$ cat src/rtl/conv_pkg.sv
// Shared types and constants for the convolution layer sequencer.
package conv_pkg;

  typedef enum logic [1:0] {
    ST_IDLE,
    ST_RUN,
    ST_DRAIN,
    ST_DONE
  } state_e;

  localparam int EN_VALID = 0;
  localparam int EN_FIRST = 1;
  localparam int EN_LAST  = 2;

  localparam int DEF_N  = 32;
  localparam int DEF_Q  = 15;
  localparam int DEF_E8 = 10;

  // Number of valid kernel placements along one image dimension.
  function automatic int out_dim(input int img, input int ksz);
    return img - ksz + 1;
  endfunction

endpackage

$ cat src/rtl/conv_win_cnt.sv
// Nested window walker: kernel row k inside column c inside row r, plus a
// flat output-position index. Advances one kernel row per adv_i.
module conv_win_cnt #(
  parameter int K  = 3,
  parameter int OW = 6,
  parameter int OH = 6,
  parameter int CW = 16
) (
  input  logic          clk,
  input  logic          rst_n,
  input  logic          clr_i,
  input  logic          adv_i,
  output logic [CW-1:0] k_o,
  output logic [CW-1:0] c_o,
  output logic [CW-1:0] r_o,
  output logic [CW-1:0] pos_o,
  output logic          k_wrap_o,
  output logic          c_wrap_o,
  output logic          last_o
);

  logic [CW-1:0] k_q, k_d;
  logic [CW-1:0] c_q, c_d;
  logic [CW-1:0] r_q, r_d;
  logic [CW-1:0] pos_q, pos_d;
  logic          k_wrap, c_wrap, last;

  assign k_wrap = (k_q == CW'(K - 1));
  assign c_wrap = (c_q == CW'(OW - 1));
  assign last   = k_wrap && c_wrap && (r_q == CW'(OH - 1));

  always_comb begin
    k_d   = k_q;
    c_d   = c_q;
    r_d   = r_q;
    pos_d = pos_q;
    if (clr_i) begin
      k_d   = '0;
      c_d   = '0;
      r_d   = '0;
      pos_d = '0;
    end else if (adv_i) begin
      if (!k_wrap) begin
        k_d = k_q + CW'(1);
      end else begin
        k_d   = '0;
        pos_d = pos_q + CW'(1);
        if (!c_wrap) begin
          c_d = c_q + CW'(1);
        end else begin
          c_d = '0;
          r_d = r_q + CW'(1);
        end
        // The final advance leaves the walker parked at the origin.
        if (last) begin
          r_d   = '0;
          pos_d = '0;
        end
      end
    end
  end

  always_ff @(posedge clk or negedge rst_n) begin
    if (!rst_n) begin
      k_q   <= '0;
      c_q   <= '0;
      r_q   <= '0;
      pos_q <= '0;
    end else begin
      k_q   <= k_d;
      c_q   <= c_d;
      r_q   <= r_d;
      pos_q <= pos_d;
    end
  end

  assign k_o      = k_q;
  assign c_o      = c_q;
  assign r_o      = r_q;
  assign pos_o    = pos_q;
  assign k_wrap_o = k_wrap;
  assign c_wrap_o = c_wrap;
  assign last_o   = last;

endmodule

$ cat src/rtl/conv_layer_ctrl.sv
// Convolution layer sequencer: issues one kernel row per cycle to the RAMs and
// drives the PE enable vector. Optional macro CONV_CTRL_STALL_CNT_EN adds stall_cnt.
module conv_layer_ctrl
  import conv_pkg::*;
#(
  parameter int N      = DEF_N,
  parameter int Q      = DEF_Q,
  parameter int E8     = DEF_E8,
  parameter int K      = 3,
  parameter int IMG_W  = 8,
  parameter int IMG_H  = 8,
  parameter int ADDR_W = 16,
  parameter int X_BASE = 0,
  parameter int W_BASE = 0
) (
  input  logic              clk,
  input  logic              rst_n,
  input  logic              start,
  input  logic              pe_ready,
  output logic [ADDR_W-1:0] x_addr,
  output logic [ADDR_W-1:0] w_addr,
  output logic              rd_en,
  output logic [E8-1:0]     en,
  output logic [ADDR_W-1:0] pos_idx,
  output logic              busy,
  output logic              done
`ifdef CONV_CTRL_STALL_CNT_EN
  ,
  output logic [31:0]       stall_cnt
`endif
);

  localparam int OW = out_dim(IMG_W, K);
  localparam int OH = out_dim(IMG_H, K);

  if (IMG_W < K || IMG_H < K) begin : g_bad_geometry
    $error("conv_layer_ctrl: image must be at least KxK");
  end
  if (E8 < 3) begin : g_bad_e8
    $error("conv_layer_ctrl: E8 must be >= 3");
  end
  if (N < 1 || Q >= N) begin : g_bad_fmt
    $error("conv_layer_ctrl: Q must be smaller than N");
  end

  state_e              state_q;
  logic                busy_q, done_q;
  logic [E8-1:0]       en_q, en_d;
  logic [ADDR_W-1:0]   pos_idx_q;
  logic                issue, accept;
  logic [ADDR_W-1:0]   k_cnt, c_cnt, r_cnt, pos_cnt;
  logic                k_wrap, c_wrap, last_row;

  assign accept = (state_q == ST_IDLE) && start;
  assign issue  = (state_q == ST_RUN) && pe_ready;

  conv_win_cnt #(
    .K  (K),
    .OW (OW),
    .OH (OH),
    .CW (ADDR_W)
  ) u_win_cnt (
    .clk      (clk),
    .rst_n    (rst_n),
    .clr_i    (accept),
    .adv_i    (issue),
    .k_o      (k_cnt),
    .c_o      (c_cnt),
    .r_o      (r_cnt),
    .pos_o    (pos_cnt),
    .k_wrap_o (k_wrap),
    .c_wrap_o (c_wrap),
    .last_o   (last_row)
  );

  // Addresses follow the registered counters, so they hold through stalls.
  assign x_addr = ADDR_W'(X_BASE) + (r_cnt + k_cnt) * ADDR_W'(IMG_W) + c_cnt;
  assign w_addr = ADDR_W'(W_BASE) + k_cnt * ADDR_W'(K);
  assign rd_en  = issue;

  always_comb begin
    en_d           = '0;
    en_d[EN_VALID] = issue;
    en_d[EN_FIRST] = issue && (k_cnt == '0);
    en_d[EN_LAST]  = issue && k_wrap;
  end

  always_ff @(posedge clk or negedge rst_n) begin
    if (!rst_n) begin
      state_q   <= ST_IDLE;
      busy_q    <= 1'b0;
      done_q    <= 1'b0;
      en_q      <= '0;
      pos_idx_q <= '0;
    end else begin
      // en and pos_idx trail the issue by one cycle to line up with RAM data.
      en_q <= en_d;
      if (issue) begin
        pos_idx_q <= pos_cnt;
      end
      case (state_q)
        ST_IDLE: begin
          done_q <= 1'b0;
          if (start) begin
            state_q <= ST_RUN;
            busy_q  <= 1'b1;
          end
        end
        ST_RUN: begin
          if (issue && last_row) begin
            state_q <= ST_DRAIN;
          end
        end
        ST_DRAIN: begin
          state_q <= ST_DONE;
          done_q  <= 1'b1;
        end
        default: begin
          state_q <= ST_IDLE;
          done_q  <= 1'b0;
          busy_q  <= 1'b0;
        end
      endcase
    end
  end

  assign en      = en_q;
  assign pos_idx = pos_idx_q;
  assign busy    = busy_q;
  assign done    = done_q;

`ifdef CONV_CTRL_STALL_CNT_EN
  logic [31:0] stall_cnt_q;

  always_ff @(posedge clk or negedge rst_n) begin
    if (!rst_n) begin
      stall_cnt_q <= '0;
    end else if (accept) begin
      stall_cnt_q <= '0;
    end else if ((state_q == ST_RUN) && !pe_ready && (stall_cnt_q != '1)) begin
      stall_cnt_q <= stall_cnt_q + 32'd1;
    end
  end

  assign stall_cnt = stall_cnt_q;
`endif

  // c_wrap is folded into last_row inside the walker; kept for observability.
  logic unused_ok;
  assign unused_ok = c_wrap;

endmodule
$ cat config.mk
export PLATFORM = sky130hd
export DESIGN_NAME = conv_layer_ctrl
export DESIGN_NICKNAME = d
export VERILOG_FILES = /design/src/rtl/conv_pkg.sv /design/src/rtl/conv_win_cnt.sv /design/src/rtl/conv_layer_ctrl.sv
export SDC_FILE = /design/constraint.sdc
export NUM_CORES = 1
export LEC_CHECK = 0
export BUFFER_PORTS_ARGS = -buffer_cell sky130_fd_sc_hd__buf_2
export CELL_PAD_IN_SITES_DETAIL_PLACEMENT = 1
export CELL_PAD_IN_SITES_GLOBAL_PLACEMENT = 2
export CORE_ASPECT_RATIO = 0.7
export CORE_MARGIN = 2
export CORE_UTILIZATION = 40
export CTS_BUF_LIST = sky130_fd_sc_hd__clkbuf_16
export CTS_CLUSTER_SIZE = 40
export DETAILED_ROUTE_END_ITERATION = 10
export GPL_ROUTABILITY_DRIVEN = 0
export PLACE_DENSITY = 0.94
export SETUP_SLACK_MARGIN = 0.02
export SLEW_MARGIN = 0
export SYNTH_ARGS = -nofsm -noshare
export SYNTH_HDL_FRONTEND = slang
export SYNTH_HIERARCHICAL = 1
export SYNTH_SLANG_ARGS = --single-unit
$ cat constraint.sdc
create_clock -name clk -period 12.2 [get_ports clk]
set_clock_uncertainty 0.15 [all_clocks]
set_input_delay 3.66 -clock clk [delete_from_list [all_inputs] [get_ports clk]]
set_output_delay 3.66 -clock clk [all_outputs]
set_load 0.01 [all_outputs]
==> results of run 1 <==
cell type report:
class	count	area, um2
fillers	1857	8500
multi-input cells	557	3910
flip-flops and latches	87	2180
repair buffers	59	303
well taps	200	250
clock buffers	9	225
inverters	36	135
clock inverters	7	47.5
registers in the layout, indices dropped and copies added, names as in the netlist:
signal,cells
pos_idx,16
u_win_cnt/pos_o,16
u_win_cnt/k_o,16
done,1
u_win_cnt/r_o,16
state_q,2
u_win_cnt/c_o,16
en,3
busy,1
critical path, stage by stage:
cell,delay [ns]
sky130_fd_sc_hd__buf_2,0.11
sky130_fd_sc_hd__nand2_1,0.56
sky130_fd_sc_hd__inv_1,0.43
sky130_fd_sc_hd__buf_2,0.26
logic make-up (layout without fill, tap and decap cells):
group	count (synthesis)	after routing	share of synthesized area, %
and+or+nand+nor	265	265	21.7
AOI/OAI and AO/OA	145	145	15.4
DFF	87	87	34.1
buffers and inverters	67	111	4.98
xor gates and xnor gates	62	62	8.50
adders and majority gates	60	60	12.1
muxes	18	18	3.15
other	1	7	0.0587
where the power goes:
| part | internal (W) | switching [W] |
|---|---|---|
| clock network | 0.000138 | 0.000122 |
| registers | 0.000311 | 0.0000325 |
| logic | 0.0000906 | 0.000156 |
metrics by stage:
step	setup WS [ns]	cell area, um2	std cells	util, %	power (W)
CTS	3.37	7050	955	45.4	0.000857
finish	3.36	7050	955	45.4	0.000849
floorplan	4.01	6410	711	-	0.000507
detailed placement	3.37	6780	939	43.6	0.000595
global route	3.26	7050	955	45.4	0.000898
global placement	3.45	6780	939	43.6	0.000578
layer usage:
| metal | share of wire, % | wire [um] |
|---|---|---|
| met4 | 1.5 | 272 |
| met1 | 46 | 8510 |
| met2 | 48 | 8840 |
| met3 | 4.1 | 756 |
| met5 | 0 | 0 |
cells in the mapped netlist, types with 2 or more instances:
master and number:
sky130_fd_sc_hd__or4_1 2, sky130_fd_sc_hd__xnor2_1 32, sky130_fd_sc_hd__a221oi_2 2, sky130_fd_sc_hd__nor4b_1 4, sky130_fd_sc_hd__buf_2 5, sky130_fd_sc_hd__or2_2 2
sky130_fd_sc_hd__dfrtp_1 87, sky130_fd_sc_hd__ha_1 57, sky130_fd_sc_hd__o2111ai_1 10, sky130_fd_sc_hd__nor2_1 65, sky130_fd_sc_hd__nor3_1 11, sky130_fd_sc_hd__o21bai_1 4
sky130_fd_sc_hd__a31oi_1 3, sky130_fd_sc_hd__nor2b_1 7, sky130_fd_sc_hd__and2_1 5, sky130_fd_sc_hd__o21ai_0 28, sky130_fd_sc_hd__and4_1 5, sky130_fd_sc_hd__buf_6 3
sky130_fd_sc_hd__o211ai_1 5, sky130_fd_sc_hd__o31a_1 2, sky130_fd_sc_hd__nand2_1 49, sky130_fd_sc_hd__o21a_1 6, sky130_fd_sc_hd__nand3_1 36, sky130_fd_sc_hd__a311oi_1 5
sky130_fd_sc_hd__buf_4 10, sky130_fd_sc_hd__mux2_2 17, sky130_fd_sc_hd__or3_1 20, sky130_fd_sc_hd__a211oi_1 3, sky130_fd_sc_hd__nor4_1 6, sky130_fd_sc_hd__fa_1 3
sky130_fd_sc_hd__a21oi_1 39, sky130_fd_sc_hd__nand4_1 16, sky130_fd_sc_hd__nand2b_1 5, sky130_fd_sc_hd__a21o_1 11, sky130_fd_sc_hd__xor2_1 30, sky130_fd_sc_hd__a21boi_0 3
sky130_fd_sc_hd__o21ai_1 6, sky130_fd_sc_hd__inv_1 36, sky130_fd_sc_hd__or4b_1 4, sky130_fd_sc_hd__a31o_1 2, sky130_fd_sc_hd__and3_1 20, sky130_fd_sc_hd__clkbuf_1 12
cell usage in the layout (no fill, tap or decap), types with 4 or more instances in the layout:
cell	Yosys	final
sky130_fd_sc_hd__buf_2	5	56
sky130_fd_sc_hd__mux2_2	17	17
sky130_fd_sc_hd__and4_1	5	5
sky130_fd_sc_hd__a311oi_1	5	5
sky130_fd_sc_hd__and3_1	20	20
sky130_fd_sc_hd__nor4_1	6	6
sky130_fd_sc_hd__conb_1	1	7
sky130_fd_sc_hd__or4b_1	4	4
sky130_fd_sc_hd__o21a_1	6	6
sky130_fd_sc_hd__nor4b_1	4	4
sky130_fd_sc_hd__or3_1	20	20
sky130_fd_sc_hd__o211ai_1	5	5
sky130_fd_sc_hd__a21oi_1	39	39
sky130_fd_sc_hd__xor2_1	30	30
sky130_fd_sc_hd__nor3_1	11	11
sky130_fd_sc_hd__nand2_1	49	49
sky130_fd_sc_hd__inv_1	36	36
sky130_fd_sc_hd__nand4_1	16	16
sky130_fd_sc_hd__o2111ai_1	10	10
sky130_fd_sc_hd__o21ai_1	6	6
sky130_fd_sc_hd__nor2_1	65	65
sky130_fd_sc_hd__nor2b_1	7	7
sky130_fd_sc_hd__clkbuf_16	0	9
sky130_fd_sc_hd__nand3_1	36	36
sky130_fd_sc_hd__and2_1	5	5
sky130_fd_sc_hd__xnor2_1	32	32
sky130_fd_sc_hd__ha_1	57	57
sky130_fd_sc_hd__a21o_1	11	11
sky130_fd_sc_hd__o21bai_1	4	4
sky130_fd_sc_hd__dfrtp_1	87	87
sky130_fd_sc_hd__o21ai_0	28	28
sky130_fd_sc_hd__nand2b_1	5	5
worst min-delay path by stage:
stage	start	endpoint
5_1_grt	pos_idx[3]	pos_idx[3]
3_5_place_dp	pos_idx[4]	pos_idx[4]
2_1_floorplan	u_win_cnt/pos_o[1]	u_win_cnt/pos_o[1]
4_1_cts	pos_idx[4]	pos_idx[4]
3_3_place_gp	pos_idx[7]	pos_idx[7]
6_report	pos_idx[3]	pos_idx[3]
==> impl_summary.log, run 1 <==
[metrics] run status: finished clean
[metrics] final setup violation count: 0
[metrics] fmax: 0.113 GHz
[metrics] count of inserted antenna diode cells: 0
[metrics] met2 Resource Use GR: 37.7%
[metrics] Post-CTS Resized: 0
[metrics] mean number of vias per cell: 5.86
[metrics] detailed placement HPWL: 13600 um
[metrics] number of top-level pins: 65
[metrics] Reg-to-Reg Start: state_q[1]
[metrics] Starting DRT DRC Count: 275
[metrics] CTS Hold Bufs: 0
[metrics] length of the first detailed-routing pass in iterations: 5
[metrics] count of pins over their slew limit: 0
[metrics] number of sinks handled by clock tree synthesis: between 80 and 90
[metrics] global routing usage summed across all routing layers: 22.4%
[metrics] wire length after detailed routing: 18400 um
[metrics] min cycle time layout: ~8.8 ns
[metrics] count of unique library cells instantiated by Yosys: ~70
[metrics] Initial Utilization: 41.1%
[metrics] Worst-Margin Slew: 1.04 ns
[metrics] number of warnings issued by yosys: 6
[metrics] smallest hold slack: 0.356 ns
[metrics] worst r2r dst: u_win_cnt/r_o[10]
[metrics] synthesized flop and latch total: 87
[metrics] kind of end point of the critical path: output port
[metrics] Rows: 38
[metrics] setup bufs post-CTS: 0
[metrics] kind of start point of the critical path: input port
[metrics] area share of the largest cell type after synthesis: roughly a third
[metrics] Tightest Hold Check Type: reg2reg
[metrics] floorplan core area: 15500 um2
[metrics] DR vias: ~5600
[metrics] number of cells on the worst hold path: 1
[metrics] syn avg cell area: 9.06 um2
[metrics] Area growth syn-to-layout: 10.4%
[metrics] level count of the clock H-tree: 3
[metrics] Die Height: 110 um
[metrics] number of DRC violations after detailed routing: 0
[metrics] Max Cap Violations: 0
[metrics] Register-to-Register Setup Slack: just under 8 ns
[metrics] number of enable flip-flop cells after synthesis: 0
[metrics] maximum buffer depth of the clock tree: 2
[metrics] die boundary width: 155 um
[metrics] insertion delay to the later sink of the worst-skew pair: 0.35 ns
[metrics] number of cell instances on the worst register-to-register path: 9
[metrics] global routing's busiest layer: met2
[metrics] met3 track demand over resource: 3.74%
[metrics] endpoint of the most critical setup path: rd_en
[metrics] Power Dens Cells: 120 nW/um2
[metrics] Port Buffers: 57
[metrics] arrival time of data at the critical path endpoint: just over 5 ns
[metrics] CTS tree: built
[metrics] critical path peak fanout: 18
[metrics] via count of the first global-routing pass: 5798
[metrics] leakage power: between 3 and 4 nW
[metrics] final antenna-violating net count: 0
[metrics] period utilisation layout: 72.4%
[metrics] clock input transition at the sequential cells of the worst setup and hold paths: ~0.07 ns
[metrics] largest area contributor in the netlist: sky130_fd_sc_hd__dfrtp_1
[metrics] startpoint-to-endpoint class of the critical path: in2out
[metrics] Peak VDD IR: 0.0000847 V
[metrics] met1 GRT Util: 30.0%
[metrics] RSZ-0062 raised after global routing: no
[metrics] portion of the post-synthesis area used by sequential elements: between 30 and 40%
[metrics] required time reported for the critical path endpoint: 8.39 ns
[metrics] Relative slew margins: 30.6%
[metrics] synthesized cell area: 6390 um2
[metrics] TritonCTS buffer count: 9
[metrics] number of antenna violations at the first check in global routing: 0
[metrics] Hold Violations, Final: 0
[metrics] synthesized instance count: 705
[metrics] pin count of the biggest net entering global routing: 77
[metrics] share of post-route cells with drive strength above 1: 14.2%
[metrics] setup total negative slack: 0 ns
[metrics] full die area: ~17000 um2
[metrics] sum of overflow across all layers after global routing: 0
[metrics] first element of the critical path: pe_ready
[metrics] count of nets after finishing: about 810
[metrics] fraction of registers with async set or reset after synthesis: 100%
[metrics] top flip-flop cell by instance count after synthesis: sky130_fd_sc_hd__dfrtp_1
[metrics] routed wirelength normalized by instance count: 19.2 um
[metrics] clock root buffer: sky130_fd_sc_hd__clkbuf_16
[metrics] first-pass GRT wire length: 30200 um
[metrics] top post-synthesis cells by area: sky130_fd_sc_hd__dfrtp_1, sky130_fd_sc_hd__ha_1, sky130_fd_sc_hd__xnor2_1
(Power assumes the default switching activity.)
==> run 2, diff against run 1 <==
--- a/config.mk
+++ b/config.mk
@@ -10,12 +10,12 @@
 export CELL_PAD_IN_SITES_GLOBAL_PLACEMENT = 2
 export CORE_ASPECT_RATIO = 0.7
 export CORE_MARGIN = 2
-export CORE_UTILIZATION = 40
+export CORE_UTILIZATION = 34
 export CTS_BUF_LIST = sky130_fd_sc_hd__clkbuf_16
 export CTS_CLUSTER_SIZE = 40
 export DETAILED_ROUTE_END_ITERATION = 10
 export GPL_ROUTABILITY_DRIVEN = 0
-export PLACE_DENSITY = 0.94
+export PLACE_DENSITY = 0.86
 export SETUP_SLACK_MARGIN = 0.02
 export SLEW_MARGIN = 0
 export SYNTH_ARGS = -nofsm -noshare
==> constraint.sdc (replaced) <==
create_clock -name clk -period 7.5 [get_ports clk]
set_clock_uncertainty 0.15 [all_clocks]
set_input_delay 2.25 -clock clk [delete_from_list [all_inputs] [get_ports clk]]
set_output_delay 2.25 -clock clk [all_outputs]
set_load 0.01 [all_outputs]
==> run 2 against run 1 <==
  * Die area up 17%
  * Critical path depth up 12
  * Sequential power up 61%
  * Cell count up 4.0%
  * Flip-flop and latch count unchanged
  * Global-route usage down 4.1 points
  * Routed wire length down 3.4%
  * First-iteration DRC count up 15%
  * Via count down 2.8%
  * Clock-buffer cell count unchanged
  * Worst setup slack worse by 2.3 ns
  * Combinational power up 67%
  * Highest routed layer unchanged
==> impl_summary.log, run 2 (synthesis gave the netlist of run 1 again) <==
[metrics] Crit path buffers/inverters: 2
[metrics] Max Cap Violations: 0
[metrics] number of sinks handled by clock tree synthesis: 87
[metrics] period utilisation layout: 85.9%
[metrics] Placed Cells: 977
[metrics] Starting DRT DRC Count: 315
[metrics] number of cell instances on the worst register-to-register path: 11
[metrics] arrival time of data at the critical path endpoint: about 4 ns
[metrics] critical path depth: 16
[metrics] length of the first detailed-routing pass in iterations: 4
[metrics] die boundary width: 168 um
[metrics] level count of the clock H-tree: 3
[metrics] critical path peak fanout: 10
[metrics] delay contributed by the slowest stage of the critical path: approximately 0.55 ns
[metrics] CTS tree: built
[metrics] leakage power: 3.46 nW
[metrics] floorplan core area: roughly 18000 um2
[metrics] DR vias: about 5400
[metrics] share of post-route cells with drive strength above 1: 14.4%
[metrics] Power, Total: 0.00140 W
[metrics] Area growth syn-to-layout: 11.5%
[metrics] commonest cells after routing, fill and taps aside: sky130_fd_sc_hd__dfrtp_1, sky130_fd_sc_hd__nor2_1, sky130_fd_sc_hd__ha_1, sky130_fd_sc_hd__buf_2, sky130_fd_sc_hd__nand2_1
[metrics] maximum buffer depth of the clock tree: 2
[metrics] Top Family by Delay on Critical Path: compound AO/OA/AOI/OAI gates
[metrics] number of cells on the worst hold path: 1
[metrics] count of pins over their slew limit: 0
[metrics] crit-path cells: ha_1 > inv_1 > fa_1 > nor2b_1 > o21ai_2 > a21oi_1 > o41a_1 > a2111o_1 > nand4_1 > ha_1 > a21boi_0 > o21a_1 > a311o_1 > xnor2_1 > xnor2_1 > buf_2
[metrics] final antenna-violating net count: 0
[metrics] min cycle time layout: 6.44 ns
[metrics] number of DRC violations after detailed routing: 0
[metrics] first-pass GRT wire length: 29300 um
[metrics] Worst-Margin Slew: 0.953 ns
[metrics] most frequent standard cell in the layout excluding fill and tap cells: sky130_fd_sc_hd__dfrtp_1
[metrics] clock root buffer: sky130_fd_sc_hd__clkbuf_16
[metrics] CTS Hold Bufs: 0
[metrics] count of inserted antenna diode cells: 0
[metrics] Rows: 41
[metrics] count of nets after finishing: roughly 820
[metrics] routed wirelength normalized by instance count: roughly 18 um
[metrics] library cell contributing the largest single delay on the critical path: sky130_fd_sc_hd__dfrtp_1
[metrics] smallest hold slack: 0.354 ns
[metrics] sum of overflow across all layers after global routing: 0
[metrics] Initial Utilization: 35.1%
[metrics] insertion delay to the later sink of the worst-skew pair: 0.35 ns
[metrics] Relative slew margins: 36.4%
[metrics] startpoint-to-endpoint class of the critical path: reg2out
[metrics] Tightest Hold Check Type: reg2reg
[metrics] Post-CTS Resized: 0
[metrics] detailed placement HPWL: 13300 um
[metrics] Die Height: 119 um
[metrics] global routing usage summed across all routing layers: 18.2%
[metrics] number of top-level pins: 65
[metrics] Peak VDD IR: 0.000115 V
[metrics] clock input transition at the sequential cells of the worst setup and hold paths: 0.07 ns
[metrics] setup bufs post-CTS: 0
[metrics] number of antenna violations at the first check in global routing: 0
[metrics] Cell Count, Final, Fillers Out: between 900 and 1000
[metrics] run status: finished clean
[metrics] pin count of the biggest net entering global routing: 60
[metrics] wire length after detailed routing: about 18000 um
[metrics] Power Dens Cells: 197 nW/um2
[metrics] fmax: 0.155 GHz
[metrics] setup total negative slack: 0 ns
[metrics] kind of start point of the critical path: register
[metrics] via count of the first global-routing pass: roughly 5400
[metrics] Core Util, Final: approximately two fifths
[metrics] Hold Violations, Final: 0
[metrics] Port Buffers: 57
[metrics] TritonCTS buffer count: 9
[metrics] full die area: 19900 um2
[metrics] required time reported for the critical path endpoint: 5.10 ns
[metrics] final setup violation count: 0
[metrics] RSZ-0062 raised after global routing: no
[metrics] kind of end point of the critical path: output port
[metrics] mean number of vias per cell: 5.48
run 2: layout make-up:
type | instances | area, um2
fillers | 2144 | 11100
clock inverters | 7 | 57.6
repair buffers | 61 | 318
flip-flops and latches | 87 | 2180
clock buffers | 9 | 225
multi-input cells | 557 | 3910
inverters | 36 | 135
well taps | 236 | 295
run 2: path summary, 6_finish.rpt:
kind | start | end | slack, ns
max | u_win_cnt/k_o[0] | x_addr[15] | 1.06
min | pos_idx[3] | pos_idx[3] | 0.35
max reg2reg | state_q[1] | u_win_cnt/r_o[10] | 3.72
min reg2reg | pos_idx[3] | pos_idx[3] | 0.35
max in group asynchronous | rst_n | u_win_cnt/pos_o[14] | 4.38
min in group asynchronous | rst_n | en[1] | 1.68
run 2: per-stage QoR:
| step | setup slack [ns] | area [um2] |
|---|---|---|
| finish | 1.06 | 7120 |
| global route | 0.772 | 7120 |
| CTS | 1.04 | 7120 |
| detailed placement | 1.44 | 6840 |
| global placement | 1.53 | 6840 |
| floorplan | 1.79 | 6410 |
run 2: layer usage:
layer | GRT usage (%) | vias to the layer above | wire (um) | part of all wire, %
li1 | - | 2616 | - | -
met1 | 28.3 | 2731 | 9430 | 53
met2 | 26.6 | 76 | 7650 | 43
met3 | 2.95 | 14 | 526 | 3.0
met4 | 3.26 | 0 | 152 | 0.86
met5 | 0 | - | 0 | 0
run 2: power breakdown:
group,switching (W),total (W),internal [W]
Sequential,0.0000473,0.000553,0.000505
Clock,0.000208,0.000437,0.000229
Combinational,0.000259,0.000412,0.000152
Total,0.000514,0.00140,0.000887
==> run 3, diff against run 2 <==
--- a/config.mk
+++ b/config.mk
@@ -16,6 +16,7 @@
 export DETAILED_ROUTE_END_ITERATION = 10
 export GPL_ROUTABILITY_DRIVEN = 0
 export PLACE_DENSITY = 0.86
+export RECOVER_POWER = 25
 export SETUP_SLACK_MARGIN = 0.02
 export SLEW_MARGIN = 0
 export SYNTH_ARGS = -nofsm -noshare
==> run 3 against run 2 <==
  * Combinational power is 1% lower
  * Critical path depth is the same
  * Register-to-register slack worse by 0.66 ns
  * The flow now finishes with violations (max-capacitance violations, max-slew violations)
  * Global-route usage stayed put
  * Via count shrank 0.20%
  * Design area shrank 0.30%
  * Largest cell class unchanged
  * Cell count unchanged
==> impl_summary.log, run 3 (synthesis gave the netlist of run 1 again) <==
[metrics] run status: complete, but fails checks
[metrics] failing checks: max-capacitance violations, max-slew violations
[metrics] length of the first detailed-routing pass in iterations: 4
[metrics] required time reported for the critical path endpoint: between 5 and 6 ns
[metrics] Hold Violations, Final: 0
[metrics] crit-path cells: ha_1 > inv_1 > fa_1 > nor2b_1 > o21ai_2 > a21oi_1 > o41a_1 > a2111o_1 > nand4_1 > ha_1 > a21boi_0 > o21a_1 > a311o_1 > xnor2_1 > xnor2_1 > buf_2
[metrics] detailed placement HPWL: 13300 um
[metrics] number of top-level pins: between 60 and 70
[metrics] TritonCTS buffer count: 9
[metrics] kind of start point of the critical path: register
[metrics] setup total negative slack: 0 ns
[metrics] fmax: 0.155 GHz
[metrics] routed wirelength normalized by instance count: approximately 18 um
[metrics] RSZ-0062 raised after global routing: no
[metrics] smallest hold slack: about 0.35 ns
[metrics] share of post-route cells with drive strength above 1: 12.9%
[metrics] min cycle time layout: ~6.4 ns
[metrics] kind of end point of the critical path: output port
[metrics] area used by multi-input combinational logic: 3910 um2
[metrics] setup bufs post-CTS: 0
[metrics] Reg area: 2180 um2
[metrics] Peak VDD IR: 0.000114 V
[metrics] mean number of vias per cell: 5.46
[metrics] number of DRC violations after detailed routing: 0
[metrics] Port Buffers: 57
[metrics] library cell contributing the largest single delay on the critical path: sky130_fd_sc_hd__dfrtp_1
[metrics] leakage power: 3.42 nW
[metrics] count of nets after finishing: 816
[metrics] final antenna-violating net count: 0
[metrics] insertion delay to the later sink of the worst-skew pair: approximately 0.34 ns
[metrics] Max Cap Violations: 1
[metrics] first-pass GRT wire length: roughly 29000 um
[metrics] DR vias: 5426
[metrics] Area growth syn-to-layout: 11.2%
[metrics] Starting DRT DRC Count: 314
[metrics] Power Dens Cells: 197 nW/um2
[metrics] count of inserted antenna diode cells: 0
[metrics] Relative slew margins: -20.0%
[metrics] critical path peak fanout: 10
[metrics] Crit path buffers/inverters: 2
[metrics] floorplan core area: 18200 um2
[metrics] CTS tree: built
[metrics] global routing usage summed across all routing layers: 18.2%
[metrics] final setup violation count: 0
[metrics] CTS Hold Bufs: 0
[metrics] commonest cells after routing, fill and taps aside: sky130_fd_sc_hd__dfrtp_1, sky130_fd_sc_hd__nor2_1, sky130_fd_sc_hd__ha_1, sky130_fd_sc_hd__nand2_1, sky130_fd_sc_hd__buf_2
[metrics] level count of the clock H-tree: 3
[metrics] maximum buffer depth of the clock tree: 2
[metrics] Die Height: 119 um
[metrics] clock root buffer: sky130_fd_sc_hd__clkbuf_16
[metrics] Tightest Hold Check Type: reg2reg
[metrics] number of sinks handled by clock tree synthesis: 87
[metrics] most frequent standard cell in the layout excluding fill and tap cells: sky130_fd_sc_hd__dfrtp_1
[metrics] die boundary width: 168 um
[metrics] Initial Utilization: 35.1%
[metrics] period utilisation layout: between 80% and 90%
[metrics] final-layout fill cell count: 2148
[metrics] wire length after detailed routing: 17700 um
[metrics] clock input transition at the sequential cells of the worst setup and hold paths: 0.07 ns
[metrics] Core Util, Final: 39.0%
[metrics] count of pins over their slew limit: 30
[metrics] number of antenna violations at the first check in global routing: 0
[metrics] Post-CTS Resized: 0
[metrics] startpoint-to-endpoint class of the critical path: reg2out
[metrics] arrival time of data at the critical path endpoint: 4.04 ns
[metrics] sum of overflow across all layers after global routing: 0
[metrics] Rows: 41
[metrics] Top Family by Delay on Critical Path: compound AO/OA/AOI/OAI gates
[metrics] pin count of the biggest net entering global routing: 60
[metrics] via count of the first global-routing pass: 5366
[metrics] full die area: about 20000 um2
[metrics] Worst-Margin Slew: 1.80 ns
[metrics] delay contributed by the slowest stage of the critical path: 0.54 ns
[run 3: layout make-up]
cell class / instances / area share (%)
Clock buffer: 9 / 3.17
Clock inverter: 7 / 0.811
Inverter: 36 / 1.90
Multi-Input combinational cell: 557 / 55.1
Sequential cell: 87 / 30.7
Tap cell: 236 / 4.16
Timing Repair Buffer: 61 / 4.18
[run 3: path summary, 6_finish.rpt]
check,start,slack (ns),to,cells past startpoint
worst min-delay path,pos_idx[3],0.35,pos_idx[3],1
max in group asynchronous,rst_n,3.35,u_win_cnt/r_o[10],2
min in group asynchronous,rst_n,2.22,en[1],1
worst max-delay path,u_win_cnt/k_o[0],1.06,x_addr[15],16
worst min register to register,pos_idx[3],0.35,pos_idx[3],1
worst max register to register,state_q[1],3.06,u_win_cnt/r_o[10],11
[run 3: worst register-to-register path: stages (launching register included)]
cell,delay [ns]
sky130_fd_sc_hd__dfrtp_1,0.38
sky130_fd_sc_hd__inv_1,0.10
sky130_fd_sc_hd__ha_1,0.22
sky130_fd_sc_hd__nand2_1,0.06
sky130_fd_sc_hd__clkbuf_1,0.43
sky130_fd_sc_hd__inv_1,0.20
sky130_fd_sc_hd__clkbuf_1,0.53
sky130_fd_sc_hd__nor4b_1,0.33
sky130_fd_sc_hd__and4_1,0.85
sky130_fd_sc_hd__a21oi_2,0.44
sky130_fd_sc_hd__or3_1,0.47
sky130_fd_sc_hd__o31ai_2,0.19
[run 3: through the flow]
step | std cells | setup WS [ns] | total power [W] | area (um2)
2_1_floorplan | 711 | 1.79 | 0.000825 | 6410
3_3_place_gp | 977 | 1.53 | 0.000968 | 6840
3_5_place_dp | 977 | 1.44 | 0.000976 | 6840
5_1_grt | 993 | 0.772 | 0.00148 | 7100
4_1_cts | 993 | 1.04 | 0.00142 | 7120
6_report | 993 | 1.06 | 0.00140 | 7100
[run 3: power by group]
group          switching, W  total [W]  internal (W)
Combinational      0.000259   0.000408      0.000149
Sequential        0.0000474   0.000553      0.000505
Clock              0.000206   0.000435      0.000229
Total              0.000513    0.00140      0.000883
[run 3: metal layers]
layer | wire (um) | vias up | track usage, %
met5 | 0 | - | 0
li1 | - | 2614 | -
met4 | 153 | 0 | 3.26
met3 | 633 | 14 | 2.95
met1 | 9360 | 2706 | 28.3
met2 | 7600 | 92 | 26.6
